===== config.mk =====
export PLATFORM = sky130hd
export DESIGN_NAME = bin2bcd_seq
export DESIGN_NICKNAME = d
export VERILOG_FILES = /design/src/rtl/bin2bcd_pkg.sv /design/src/rtl/bin2bcd_seq_add3.sv /design/src/rtl/bin2bcd_seq.sv
export SDC_FILE = /design/constraint.sdc
export NUM_CORES = 1
export LEC_CHECK = 0
export CORE_MARGIN = 8
export CORE_UTILIZATION = 50
export CTS_CLUSTER_DIAMETER = 50
export DETAILED_ROUTE_END_ITERATION = 6
export HOLD_SLACK_MARGIN = 0.06
export PLACE_DENSITY = 0.83
export SLEW_MARGIN = 20
export SYNTH_ARGS = -nofsm -noshare
export SYNTH_HDL_FRONTEND = slang
export SYNTH_SLANG_ARGS = --single-unit

===== constraint.sdc =====
create_clock -name clk -period 4.05 [get_ports clk]
set_input_delay 1.215 -clock clk [delete_from_list [all_inputs] [get_ports clk]]
set_output_delay 1.215 -clock clk [all_outputs]
set_load 0.02 [all_outputs]

===== src/rtl/bin2bcd_pkg.sv =====
// ---------------------------------------------------------------------------
// bin2bcd_pkg
// Shared types and defaults for the sequential binary-to-BCD converter.
//   bcd_digit_t   : one packed BCD digit (drives one seven-segment decoder)
//   b2b_state_t   : converter FSM states (IDLE, SHIFT)
//   B2B_W_DEFAULT : default binary input width
//   B2B_N_DEFAULT : default number of BCD digits
// ---------------------------------------------------------------------------
package bin2bcd_pkg;

  typedef logic [3:0] bcd_digit_t;

  typedef enum logic [0:0] {
    IDLE  = 1'b0,
    SHIFT = 1'b1
  } b2b_state_t;

  localparam int B2B_W_DEFAULT = 14;
  localparam int B2B_N_DEFAULT = 4;

endpackage


===== src/rtl/bin2bcd_seq_add3.sv =====
// ---------------------------------------------------------------------------
// bcd_add3
// Combinational digit correction for shift-and-add-3: a digit of 5 or more
// gets +3 so that the following left shift carries correctly into the next
// decimal digit.
//   d : digit before correction
//   y : corrected digit (d+3 when d >= 5, otherwise d)
// ---------------------------------------------------------------------------
module bcd_add3
  import bin2bcd_pkg::*;
(
  input  logic [3:0] d,
  output logic [3:0] y
);

  // Add 3 to digits of 5 and above; 4-bit wrap never occurs for valid digits.
  always_comb begin
    y = d;
    if (d >= 4'd5) begin
      y = d + 4'd3;
    end else begin
      y = d;
    end
  end

endmodule


===== src/rtl/bin2bcd_seq.sv =====
// ---------------------------------------------------------------------------
// bin2bcd_seq
// Sequential binary-to-BCD converter, one input bit per cycle
// (shift-and-add-3). The result is held between conversions so downstream
// seven-segment displays never flicker.
//
// Parameters:
//   W : binary input width (2..32)
//   N : number of BCD digits (1..8)
// Ports:
//   clk   : clock, rising edge
//   rst   : synchronous active-high reset
//   start : conversion request, sampled only while idle
//   bin   : unsigned input value, captured on the accepting edge
//   busy  : conversion in progress (W cycles)
//   done  : one-cycle pulse, bcd/ovf valid from this cycle on
//   bcd   : packed digits, digit 0 (units) in bits [3:0]
//   ovf   : last converted value was >= 10^N
//
// Build option:
//   BIN2BCD_SAT_EN : when defined, an overflowing value yields all-9s on bcd;
//                    when undefined, bcd holds the value mod 10^N.
// ---------------------------------------------------------------------------
module bin2bcd_seq
  import bin2bcd_pkg::*;
#(
  parameter int W = B2B_W_DEFAULT,
  parameter int N = B2B_N_DEFAULT
) (
  input  logic           clk,
  input  logic           rst,
  input  logic           start,
  input  logic [W-1:0]   bin,
  output logic           busy,
  output logic           done,
  output logic [4*N-1:0] bcd,
  output logic           ovf
);

  localparam int CW = $clog2(W + 1);
  localparam int SW = 4 * N + W;

  b2b_state_t      state_r;
  b2b_state_t      state_nx_s;
  logic [CW-1:0]   cnt_r;
  logic [SW-1:0]   sr_r;
  logic            sticky_r;
  logic            busy_r;
  logic            done_r;
  logic [4*N-1:0]  bcd_r;
  logic            ovf_r;

  logic [4*N-1:0]  adj_s;
  logic [SW-1:0]   shift_s;
  logic            ovf_fin_s;
  logic            last_s;
  logic [4*N-1:0]  res_bcd_s;

  // Per-digit add-3 correction on the digit field of the shift register.
  for (genvar i = 0; i < N; i++) begin : g_digit
    bcd_add3 u_add3 (
      .d (sr_r[W + 4*i +: 4]),
      .y (adj_s[4*i +: 4])
    );
  end

  // The bit leaving the top digit is a multiple of 10^N; dropping it leaves
  // the value mod 10^N, while remembering it flags the overflow.
  assign shift_s   = {adj_s[4*N-2:0], sr_r[W-1:0], 1'b0};
  assign ovf_fin_s = sticky_r | adj_s[4*N-1];
  assign last_s    = (cnt_r == CW'(1));

  // Result selection for the completing edge (saturating or modulo).
  always_comb begin
    res_bcd_s = shift_s[SW-1:W];
`ifdef BIN2BCD_SAT_EN
    if (ovf_fin_s) begin
      res_bcd_s = {N{4'h9}};
    end else begin
      res_bcd_s = shift_s[SW-1:W];
    end
`else
    res_bcd_s = shift_s[SW-1:W];
`endif
  end

  // Next-state logic: accept a request while idle, stop after the W-th shift.
  always_comb begin
    state_nx_s = state_r;
    case (state_r)
      IDLE: begin
        if (start) begin
          state_nx_s = SHIFT;
        end else begin
          state_nx_s = IDLE;
        end
      end
      SHIFT: begin
        if (last_s) begin
          state_nx_s = IDLE;
        end else begin
          state_nx_s = SHIFT;
        end
      end
      default: state_nx_s = IDLE;
    endcase
  end

  // State register.
  always_ff @(posedge clk) begin
    if (rst) begin
      state_r <= IDLE;
    end else begin
      state_r <= state_nx_s;
    end
  end

  // Datapath, counter and registered outputs.
  always_ff @(posedge clk) begin
    if (rst) begin
      cnt_r    <= '0;
      sr_r     <= '0;
      sticky_r <= 1'b0;
      busy_r   <= 1'b0;
      done_r   <= 1'b0;
      bcd_r    <= '0;
      ovf_r    <= 1'b0;
    end else begin
      done_r <= 1'b0;
      case (state_r)
        IDLE: begin
          if (start) begin
            sr_r     <= {{(4*N){1'b0}}, bin};
            cnt_r    <= CW'(W);
            sticky_r <= 1'b0;
            busy_r   <= 1'b1;
          end
        end
        SHIFT: begin
          sr_r     <= shift_s;
          cnt_r    <= cnt_r - CW'(1);
          sticky_r <= ovf_fin_s;
          if (last_s) begin
            busy_r <= 1'b0;
            done_r <= 1'b1;
            bcd_r  <= res_bcd_s;
            ovf_r  <= ovf_fin_s;
          end
        end
        default: begin
          busy_r <= 1'b0;
        end
      endcase
    end
  end

  assign busy = busy_r;
  assign done = done_r;
  assign bcd  = bcd_r;
  assign ovf  = ovf_r;

endmodule


After elaboration in Yosys (flattened, before gate mapping)
Index checks and enable logic that the tools add are counted. Widths: inputs -> output; s select.

Bits in registers: 55. Bits in latches: 0. RAM bits: 0. ROM bits: 0. Bits of input ports: 17. Logic and storage cells: 42. Memories kept: 0.

Add/subtract/negate cells: 5. $mul: 0. Divide/modulo/power cells: 0. $lt $le $gt $ge: 4. Equal/unequal tests: 3. Shift operators: 0. Mux-type cells: 17. Bitwise operators: 2. Reduce and logical (&&, ||, !) cells: 3.

Operators by type and width (count): $pmux 30 s2 (1); $mux 30 (1); $mux 4 (5); $add 4x2->4 const B (4); $ge 4x3->1 const B (4); $pmux 4 s2 (1); $mux 1 (6); $pmux 1 s2 (3); $eq 4x1->1 const B (1); $reduce_and 2->1 (2); $sub 4x1->4 const B (1); $ne 2x1->1 const B (1); $ne 2x2->1 const B (1); $reduce_or 2->1 (1); $not 1->1 (1); $or 1x1->1 (1).

Longest topological paths before layout
Gate-level depths: netlist (run 1).

Depth after elaboration: 4. Gate-level depth with buffers: 8.

Hierarchy
From an unflattened synthesis (run 1), not the netlist that was laid out.

Cells, all modules: 269. Area, all modules: 2586.2 µm².

By module, submodules not included: bin2bcd_seq (times used 1, cells each 205, area an instance 2180.8 µm², sequential area each 1101.1 µm²); bcd_add3 (times used 4, cells each 16, area an instance 101.3 µm², sequential area each 0.0 µm²).

Worst setup path after synthesis (run 1)
Ideal clock, no wire load.

Path type: input to register. Start: input start. End: register sr_r[26]. Setup time: 69 ps. Data arrival time: 1927 ps. Data required time: 3981 ps. Setup slack: 2054 ps. Stages on the path: 5. Cell sequence: buf_2 nor3_1 buf_2 nand2_1 o21ai_1.

Cells in the longest elaborated chain, start to end: 1.

RTL lines: from (decl) (line bin2bcd_seq.sv:32) `input logic start,`; $ne 2x2->1 (no source line); to (signal assigned) (line bin2bcd_seq.sv:133) `sr_r <= {{(4*N){1'b0}}, bin};`; to (signal assigned) (line bin2bcd_seq.sv:140) `sr_r <= shift_s;`; to (decl) (line bin2bcd_seq.sv:46) `logic [SW-1:0] sr_r;`.

No other way between the ends. A chain may end at the register's enable or synchronous reset.

==> flow_summary_export.csv, run 1 <==
group,metric,value,unit
outcome,status,"finished, final reports clean",
sta,relSlewSlack,49.88,%
cts,postCtsSetupBuffers,0,
global_route,grt_overflow_total,0,
drt,wl,4860,um
cts,clk_pin_slew,90,ps
power_and_ir_drop,ir_drop,0.1472,mV
synthesis,synth_most_common_cell,"dfxtp_1",
critical_path,required,4260,ps
cts,clockBufferDepth,2,
critical_path,reg2reg_slack,2140,ps
sta,worstMarginPinSlew,751.0,ps
cts,clock-sinks,55,
critical_path,r2r_start,"state_r",
floorplanning,die_y,85.70,um
synthesis,synth_area,2429,sq um
global_route,grt_pass1_wl,8611,um
power_and_ir_drop,power.leakage,1.100,nW
critical_path,crit_path_start,"rst",
cts,ctsResizeCount,0,
sta,finalHoldViolations,0,
synthesis,syn-num-nets,283,
drt,via_per_inst,5.472,
layout,diodes,0,
drt,firstDrtPassIters,4,
drt,post_drt_wl_per_cell,14.17,um
cts,clk_latency,310,ps
critical_path,start_kind,"input port",
floorplanning,start_util,51.76,%
synthesis,ys_top_cells_by_area,"dfxtp_1, mux2i_1, a22o_1",
placed_design,gp_congestion,0.7941,
placed_design,port_buffers,35,
critical_path,cp_slowest_cell,"clkdlybuf4s50_1",
global_route,grt_pass1_vias,1904,
sta,drv_slew,0,
critical_path,crit_path_end_kind,"flop",
synthesis,synth_flop_cell,"dfxtp_1",
synthesis,synth_top_cell_by_area,"dfxtp_1",
sta,finClkSkew,9.378,ps
global_route,antenna_found_initial,0,
drt,ant_nets,0,
cts,root_buffer,"clkbuf_8",
synthesis,ys_seq_area_share,45.34,%
critical_path,worst-path-stages,4,
critical_path,cp_cell_sequence,"clkdlybuf4s50_1 > nand2b_1 > inv_4 > a22o_1",
sta,setup-tns-final,0,ps
synthesis,synth_top_area_share,45.34,%
job,max_cap_violations,0,
cts,cts_tree,"yes",
critical_path,cp_top_family,"buffers and inverters",
critical_path,worst-r2r-cell-count,5,
critical_path,cp.arrival,2790,ps
drt,num_vias,1877,
hold_path,min_path_type,"reg2reg",
critical_path,crit_path_max_fanout,13,
synthesis,synth_edf_count,0,
global_route,grt_start_max_net_pins,30,
placed_design,place_hpwl,3573,um
synthesis,avgSynthCellArea,9.487,sq um
power_and_ir_drop,powerDensity,337.9,nW/um^2
floorplanning,rows,25,
cts,cts_inserted_buffers,5,
layout,final_nets,315,
drt,drt_iter0_drc,69,
global_route,grt_use_total,14.25,%
layout,drive_above_1_share,6.574,%
synthesis,synthCells,256,
critical_path,path_buf_inv,2,
synthesis,yosys_warnings,0,
cts,ctsHoldBuffers,0,
cts,h-tree-depth,2,
synthesis,synth-seq-cells,55,
floorplanning,io_pins,36,
critical_path,r2r_end,"bcd[0]",
synthesis,async_flop_share,0,%
floorplanning,coreArea,4692,sq um
critical_path,worstSetupPathType,"in2reg",
critical_path,critPathCapture,"bcd[0]",
sta,rsz0062_at_grt,"false",
floorplanning,dieArea,7344,sq um
drt,drc,0,
synthesis,synth_common_cells,"dfxtp_1, nor2_1, a21oi_1",
layout,syn_to_final_growth,19.37,%
sta,min_period,2588,ps
layout,final_core_util,61.79,%
synthesis,synth_cell_types,30,
sta,finalCritPeriodShare,63.91,%
critical_path,max_stage_delay,760,ps
sta,setup_viol,0,
sta,max_freq,0.3864,GHz
floorplanning,die-width,85.70,um
[worst register-to-register path, cell delays in order, from the launching register on]
cell and delay (ps):
dfxtp_1 790, nand2_1 190, nor3_4 200, nand2b_1 300
inv_4 230, a22o_1 160
[how the worst min path moves through the flow]
stage | depth (start not counted) | end | start
2_1_floorplan | 2 | sr_r[10] | sr_r[9]
3_3_place_gp | 1 | bcd[8] | bcd[8]
3_5_place_dp | 1 | bcd[8] | bcd[8]
4_1_cts | 1 | bcd[7] | bcd[7]
5_1_grt | 1 | bcd[4] | bcd[4]
6_report | 1 | bcd[8] | bcd[8]
[area by class of cell]
cell class / count / area [sq um]
Sequential cell: 55 / 1101
Clock buffer: 8 / 100.1
Fill cell: 415 / 1793
Inverter: 13 / 51.30
Multi-Input combinational cell: 174 / 1199
Timing Repair Buffer: 39 / 380.4
Tap cell: 54 / 67.56
[report_power, final]
part           leakage (nW)  switching, mW  total, mW  internal, mW
logic                 0.602         0.0458     0.0883        0.0425
clock network        0.0515          0.165      0.322         0.156
registers             0.447         0.0145      0.570         0.555
[cells by family (layout without fill, tap and decap cells)]
| kind of cell | count (synthesis) | in the layout | synth area share [%] |
|---|---|---|---|
| DFF | 55 | 55 | 45.34 |
| xor gates and xnor gates | 4 | 4 | 1.442 |
| adders and majority gates | 10 | 10 | 5.152 |
| AOI/OAI and AO/OA | 73 | 73 | 20.30 |
| muxes | 20 | 20 | 8.295 |
| buffers and inverters | 27 | 60 | 5.306 |
| and+or+nand+nor | 67 | 67 | 14.17 |
[sequential cells by signal, summed over array words and instances (netlist names)]
name / count
ovf: 1
busy: 1
done: 1
bcd: 16
sr_r: 30
state_r: 1
cnt_r: 4
sticky_r: 1
[placed cells by master (no fill, tap or decap)]
cell type,netlist,routed
ha_1,10,10
buf_4,2,4
nand2_1,4,4
a22o_1,17,17
o21ai_0,7,7
o21ai_1,4,4
a311oi_1,2,2
xnor2_1,4,4
nor3b_1,12,12
a21oi_2,4,4
clkdlybuf4s50_1,0,35
a211oi_1,2,2
o21a_1,1,1
nor2b_1,2,2
o2bb2ai_1,8,8
o32ai_1,1,1
mux2_2,1,1
a21oi_1,27,27
nor3_4,1,1
nand2b_1,6,6
mux2i_1,19,19
inv_4,1,1
nor2_1,31,31
clkbuf_8,0,7
inv_1,12,12
dfxtp_1,55,55
nor2_2,1,1
clkbuf_1,3,1
nand3_1,4,4
nor3_1,6,6
[layer usage]
layer,wire length [um],up-vias,share of wire (%),GRT usage [%]
met5,0,-,0,0
met4,42,0,0.86,4.299
met3,301,5,6.2,5.540
met2,2405,33,49,24.96
met1,2110,873,43,15.43
li1,-,966,-,-
[per-stage QoR]
step	total power [mW]	cells	instance area [sq um]	worst slack, ps	hold slack, ps
after floorplan	0.6415	256	2429	2054	453.7
after CTS	0.9926	343	2899	1463	472.5
after global placement	0.6678	335	2799	1127	444.4
final	0.9794	343	2899	1462	468.6
after global routing	1.028	343	2899	1335	482.8
after detailed placement	0.6711	335	2799	1135	448.8
Power figures use the tool's default switching activity.
==> run 2, diff against run 1 <==
==> constraint.sdc (replaced) <==
create_clock -name clk -period 2.7 [get_ports clk]
set_input_delay 0.81 -clock clk [delete_from_list [all_inputs] [get_ports clk]]
set_output_delay 0.81 -clock clk [all_outputs]
set_load 0.02 [all_outputs]
==> run 2 against run 1 <==
Compared with the run above:
- first-iteration DRC count grew 65%
- power is 59% higher
- combinational power up 60%
- critical path depth down 3
- global-route usage increased by 0.69 points
- via count grew 3.3%
- highest routed layer unchanged
- largest cell class unchanged
- register-to-register slack got worse by 1100 ps
- cell count up 1.5%
- clock power is 75% higher
- sequential cell count did not move
- worst setup slack worse by 840 ps
- core utilization is 1.2 points higher
==> flow_summary_export.csv, run 2 (synthesis results as in run 1) <==
group,metric,value,unit
power_and_ir_drop,powerDensity,526.7,nW/um^2
layout,diodes,0,
floorplanning,die-width,85.70,um
global_route,antenna_found_initial,0,
critical_path,worstSetupPathType,"reg2out",
sta,min_period,2076,ps
global_route,grt_pass1_vias,1963,
layout,final_cell_mix,"dfxtp_1, clkdlybuf4s50_1, nor2_1",
global_route,grt_use_total,14.94,%
layout,drive_above_1_share,8.503,%
floorplanning,coreArea,4692,sq um
sta,timing.final.ws_setup,624.2,ps
drt,via_per_inst,5.572,
floorplanning,rows,25,
critical_path,start_kind,"flop",
cts,ctsHoldBuffers,0,
critical_path,crit_path_end_kind,"output pin",
sta,finalHoldViolations,0,
cts,h-tree-depth,2,
layout,regMostFlops,"sr_r",
layout,final_common_cell,"dfxtp_1",
global_route,grt_start_max_net_pins,25,
layout,syn_to_final_growth,21.64,%
layout,fin_area,2954,sq um
sta,finalCritPeriodShare,76.88,%
critical_path,cp.arrival,1270,ps
floorplanning,dieArea,7344,sq um
drt,drt_iter0_drc,114,
cts,cts_tree,"yes",
floorplanning,start_util,51.76,%
layout,final_nets,320,
drt,firstDrtPassIters,4,
cts,clockBufferDepth,2,
sta,setup-tns-final,0,ps
drt,post_drt_wl_per_cell,14.68,um
drt,wl,5109,um
cts,cts_inserted_buffers,5,
sta,max_freq,0.4817,GHz
placed_design,place_inst,340,
cts,ctsResizeCount,0,
sta,drv_slew,0,
sta,setup_viol,0,
cts,postCtsSetupBuffers,0,
sta,rsz0062_at_grt,"false",
drt,top_layer_used,"met4",
placed_design,place_area,2836,sq um
critical_path,required,1890,ps
drt,met1_length,2339,um
drt,ant_nets,0,
placed_design,place_ws,389.8,ps
critical_path,cp_top_family,"buffers and inverters",
outcome,status,"finished, final reports clean",
critical_path,cp_cell_sequence,"clkdlybuf4s50_1",
drt,routed-wl-met3,209,um
cts,clk_pin_slew,90,ps
global_route,grt_pass1_wl,8942,um
cts,clock-sinks,55,
job,max_cap_violations,0,
layout,largest_reg_flops,30,
layout,instances_no_fill,348,
hold_path,min_path_type,"reg2reg",
power_and_ir_drop,power.leakage,1.134,nW
cts,root_buffer,"clkbuf_8",
critical_path,path_buf_inv,1,
drt,drc,0,
placed_design,place_hpwl,3636,um
drt,num_vias,1939,
critical_path,max_stage_delay,610,ps
critical_path,crit_path_max_fanout,2,
floorplanning,die_y,85.70,um
sta,relSlewSlack,51.67,%
cts,clk_latency,310,ps
placed_design,gp_congestion,0.7866,
critical_path,cp_slowest_cell,"clkdlybuf4s50_1",
global_route,grt_overflow_total,0,
drt,dr_wl_met2,2501,um
floorplanning,io_pins,36,
sta,worstMarginPinSlew,724.2,ps
power_and_ir_drop,ir_drop,0.4573,mV
placed_design,port_buffers,35,
sta,finClkSkew,7.209,ps
-- run 2: changes by cell type in the layout (fill, tap and decap cells not counted), sizes merged --
| cell | before | now |
|---|---|---|
| bufinv | 0 | 1 |
| buf | 4 | 9 |
| clkinv | 0 | 1 |
| clkbuf | 8 | 6 |
-- run 2: path summary, 6_finish.rpt --
check / start / endpoint / slack [ps] / cells after the start
worst max-delay path: bcd[1] / bcd[1] / 620 / 1
worst min-delay path: bcd[7] / bcd[7] / 470 / 1
worst max register to register: cnt_r[1] / bcd[0] / 1070 / 6
worst min register to register: bcd[7] / bcd[7] / 470 / 1
-- run 2: area by class of cell --
type                    count  area, sq um
fillers                   415         1738
multi-input cells         174         1199
flip-flops and latches     55         1101
repair buffers             44        417.9
clock buffers               6        82.58
well taps                  54        67.56
inverters                  13        51.30
clock inverters             2        35.03
-- run 2: worst register-to-register path, stage by stage (launching register included) --
cell	delay, ps
dfxtp_1	360
inv_1	70
ha_1	180
nand2_1	110
nor3_4	50
nor2_2	560
a22o_1	250
-- run 2: stage by stage --
step	total power, mW	util, %	hold WS [ps]
after global routing	1.630	62.96	481.6
after detailed placement	1.013	60.45	446.6
after CTS	1.570	62.96	473.6
after global placement	1.007	60.45	447.5
after floorplan	0.9623	-	453.7
final	1.556	62.96	468.0
-- run 2: where the power goes --
group          internal [mW]  switching (mW)  leakage (nW)
Sequential             0.833          0.0189         0.447
Clock                  0.300           0.263        0.0612
Combinational         0.0683          0.0724         0.626
Total                   1.20           0.354          1.13
-- run 2: per-layer routing --
layer  global-route usage [%]  vias up
met1                    16.82      920
li1                         -      977
met5                        0        -
met3                    3.725        6
met2                    25.95       36
met4                    6.688        0
==> run 3, diff against run 2 <==
--- a/config.mk
+++ b/config.mk
@@ -6,7 +6,7 @@
 export NUM_CORES = 1
 export LEC_CHECK = 0
 export CORE_MARGIN = 8
-export CORE_UTILIZATION = 50
+export CORE_UTILIZATION = 48
 export CTS_CLUSTER_DIAMETER = 50
 export DETAILED_ROUTE_END_ITERATION = 6
 export HOLD_SLACK_MARGIN = 0.06
==> constraint.sdc (replaced) <==
create_clock -name clk -period 1.9 [get_ports clk]
set_input_delay 0.57 -clock clk [delete_from_list [all_inputs] [get_ports clk]]
set_output_delay 0.57 -clock clk [all_outputs]
set_load 0.02 [all_outputs]
==> run 3 against run 2 <==
Compared with the run above:
- sequential cell count is the same
- largest cell class unchanged
- critical path type unchanged
- core utilization shrank 2.5 points
- sequential power grew 42%
- wire length shrank 2.8%
- largest power group unchanged
- cell count grew 6.9%
- clock power grew 17%
==> flow_summary_export.csv, run 3 (synthesis results as in run 1) <==
group,metric,value,unit
drt,via_per_inst,5.290,
hold_path,hold_end,"bcd[15]",
global_route,grt_overflow_total,0,
power_and_ir_drop,ir_drop,0.4691,mV
sta,drv_slew,0,
layout,diodes,0,
critical_path,crit_path_end_kind,"output pin",
floorplanning,die-width,87.13,um
layout,largest_reg_flops,30,
sta,setup_viol,0,
cts,clock-sinks,55,
layout,final_cell_mix,"dfxtp_1, clkdlybuf4s50_1, nor2_1",
drt,num_vias,1968,
hold_path,hp-start,"bcd[15]",
hold_path,hold_path_depth,1,
cts,cts_tree,"yes",
drt,post_drt_wl_per_cell,13.35,um
layout,final_core_util,60.49,%
floorplanning,rows,26,
floorplanning,die_y,87.13,um
critical_path,max_stage_delay,610,ps
layout,final_common_cell,"dfxtp_1",
global_route,antenna_found_initial,0,
drt,firstDrtPassIters,4,
critical_path,worstSetupPathType,"reg2out",
layout,drive_above_1_share,10.93,%
critical_path,r2r_end,"sr_r[28]",
placed_design,port_buffers,35,
cts,clk_latency,320,ps
critical_path,crit_path_max_fanout,2,
cts,clockBufferDepth,2,
floorplanning,io_pins,36,
sta,finClkSkew,9.303,ps
floorplanning,dieArea,7592,sq um
floorplanning,coreArea,5010,sq um
power_and_ir_drop,p_sw,528.3,uW
global_route,grt_pass1_vias,1904,
sta,rsz0062_at_grt,"false",
drt,drt_iter0_drc,78,
power_and_ir_drop,intPower,1.558,mW
drt,ant_nets,0,
drt,wl,4967,um
layout,final_nets,328,
sta,worstMarginPinSlew,553.7,ps
power_and_ir_drop,seqPwrFrac,58.0,%
cts,ctsHoldBuffers,0,
sta,fin_hold_ws,471.5,ps
global_route,grt_start_max_net_pins,25,
critical_path,cp_cell_sequence,"clkdlybuf4s50_1",
drt,drc,0,
placed_design,place_hpwl,3724,um
critical_path,cp_slowest_cell,"clkdlybuf4s50_1",
power_and_ir_drop,combPwrFrac,10.4,%
layout,regMostFlops,"sr_r",
sta,finalHoldViolations,0,
sta,relSlewSlack,63.01,%
critical_path,path_buf_inv,1,
sta,min_period,1845,ps
critical_path,r2r_start,"sr_r[27]",
cts,root_buffer,"clkbuf_8",
sta,finalCritPeriodShare,97.11,%
hold_path,min_path_type,"reg2reg",
power_and_ir_drop,powerDensity,688.5,nW/um^2
critical_path,cp.arrival,1280,ps
critical_path,reg2reg_slack,350,ps
critical_path,required,1330,ps
cts,h-tree-depth,2,
critical_path,worst-r2r-cell-count,6,
layout,syn_to_final_growth,24.78,%
critical_path,start_kind,"flop",
critical_path,cp_top_family,"buffers and inverters",
critical_path,worst-path-stages,1,
cts,clk_pin_slew,100,ps
sta,max_freq,0.5420,GHz
outcome,status,"finished, final reports clean",
placed_design,gp_congestion,0.7960,
power_and_ir_drop,power.leakage,1.216,nW
cts,cts_inserted_buffers,5,
power_and_ir_drop,clkPwrFrac,31.6,%
power_and_ir_drop,p_sw_share,25.32,%
global_route,grt_pass1_wl,8549,um
global_route,grt_use_total,13.92,%
job,max_cap_violations,0,
floorplanning,start_util,48.48,%
run 3: changes by cell type in the layout (fill, tap and decap cells not counted), sizes merged:
cell	before	now
clkbuf	6	5
buf	9	17
clkdlybuf4s50	35	32
clkinv	1	2
clkinvlp	0	1
dlymetal6s2s	0	3
bufinv	1	0
run 3: layout make-up:
cell class	instances	area, sq um
Fill cell	466	1979
Tap cell	70	87.58
Clock buffer	5	68.82
Clock inverter	3	25.02
Sequential cell	55	1101
Multi-Input combinational cell	174	1199
Inverter	13	51.30
Timing Repair Buffer	52	498.0
run 3: repair_timing:
item / 4_1_cts / 5_1_grt
gates resized for setup: 0 / 3
setup buffers: 0 / 0
endpoints found under the hold margin: 0 / 0
setup endpoints to repair: 0 / 3
run 3: worst max path at each step:
stage | from | endpoint | slack, ps
2_1_floorplan | start | sr_r[26] | 550
3_3_place_gp | start | sr_r[22] | 20
3_5_place_dp | start | sr_r[18] | -20
4_1_cts | bcd[8] | bcd[8] | 30
5_1_grt | bcd[8] | bcd[8] | 6
6_report | bcd[8] | bcd[8] | 50
run 3: power by group through the flow:
stage	clock network [mW]	logic [mW]	registers, mW
after detailed placement	0	0.218	1.24
after global placement	0	0.211	1.24
final	0.659	0.218	1.21
after CTS	0.685	0.219	1.21
after global routing	0.721	0.244	1.21
after floorplan	0	0.136	1.23
run 3: layer usage:
metal | up-vias | GRT usage, % | routed length (um)
li1 | 996 | - | -
met1 | 923 | 16.36 | 2302
met2 | 43 | 23.46 | 2305
met3 | 6 | 4.434 | 302
met4 | 0 | 4.219 | 57
met5 | - | 0 | 0
run 3: stage by stage:
stage	area (sq um)	TNS [ps]	worst slack, ps	std cells	power (mW)
5_1_grt	3030	0	6.436	372	2.179
6_report	3030	0	54.86	372	2.086
2_1_floorplan	2429	0	549.5	256	1.367
3_5_place_dp	2929	-30.99	-23.15	364	1.455
3_3_place_gp	2929	0	24.93	364	1.446
4_1_cts	3023	0	30.69	372	2.114
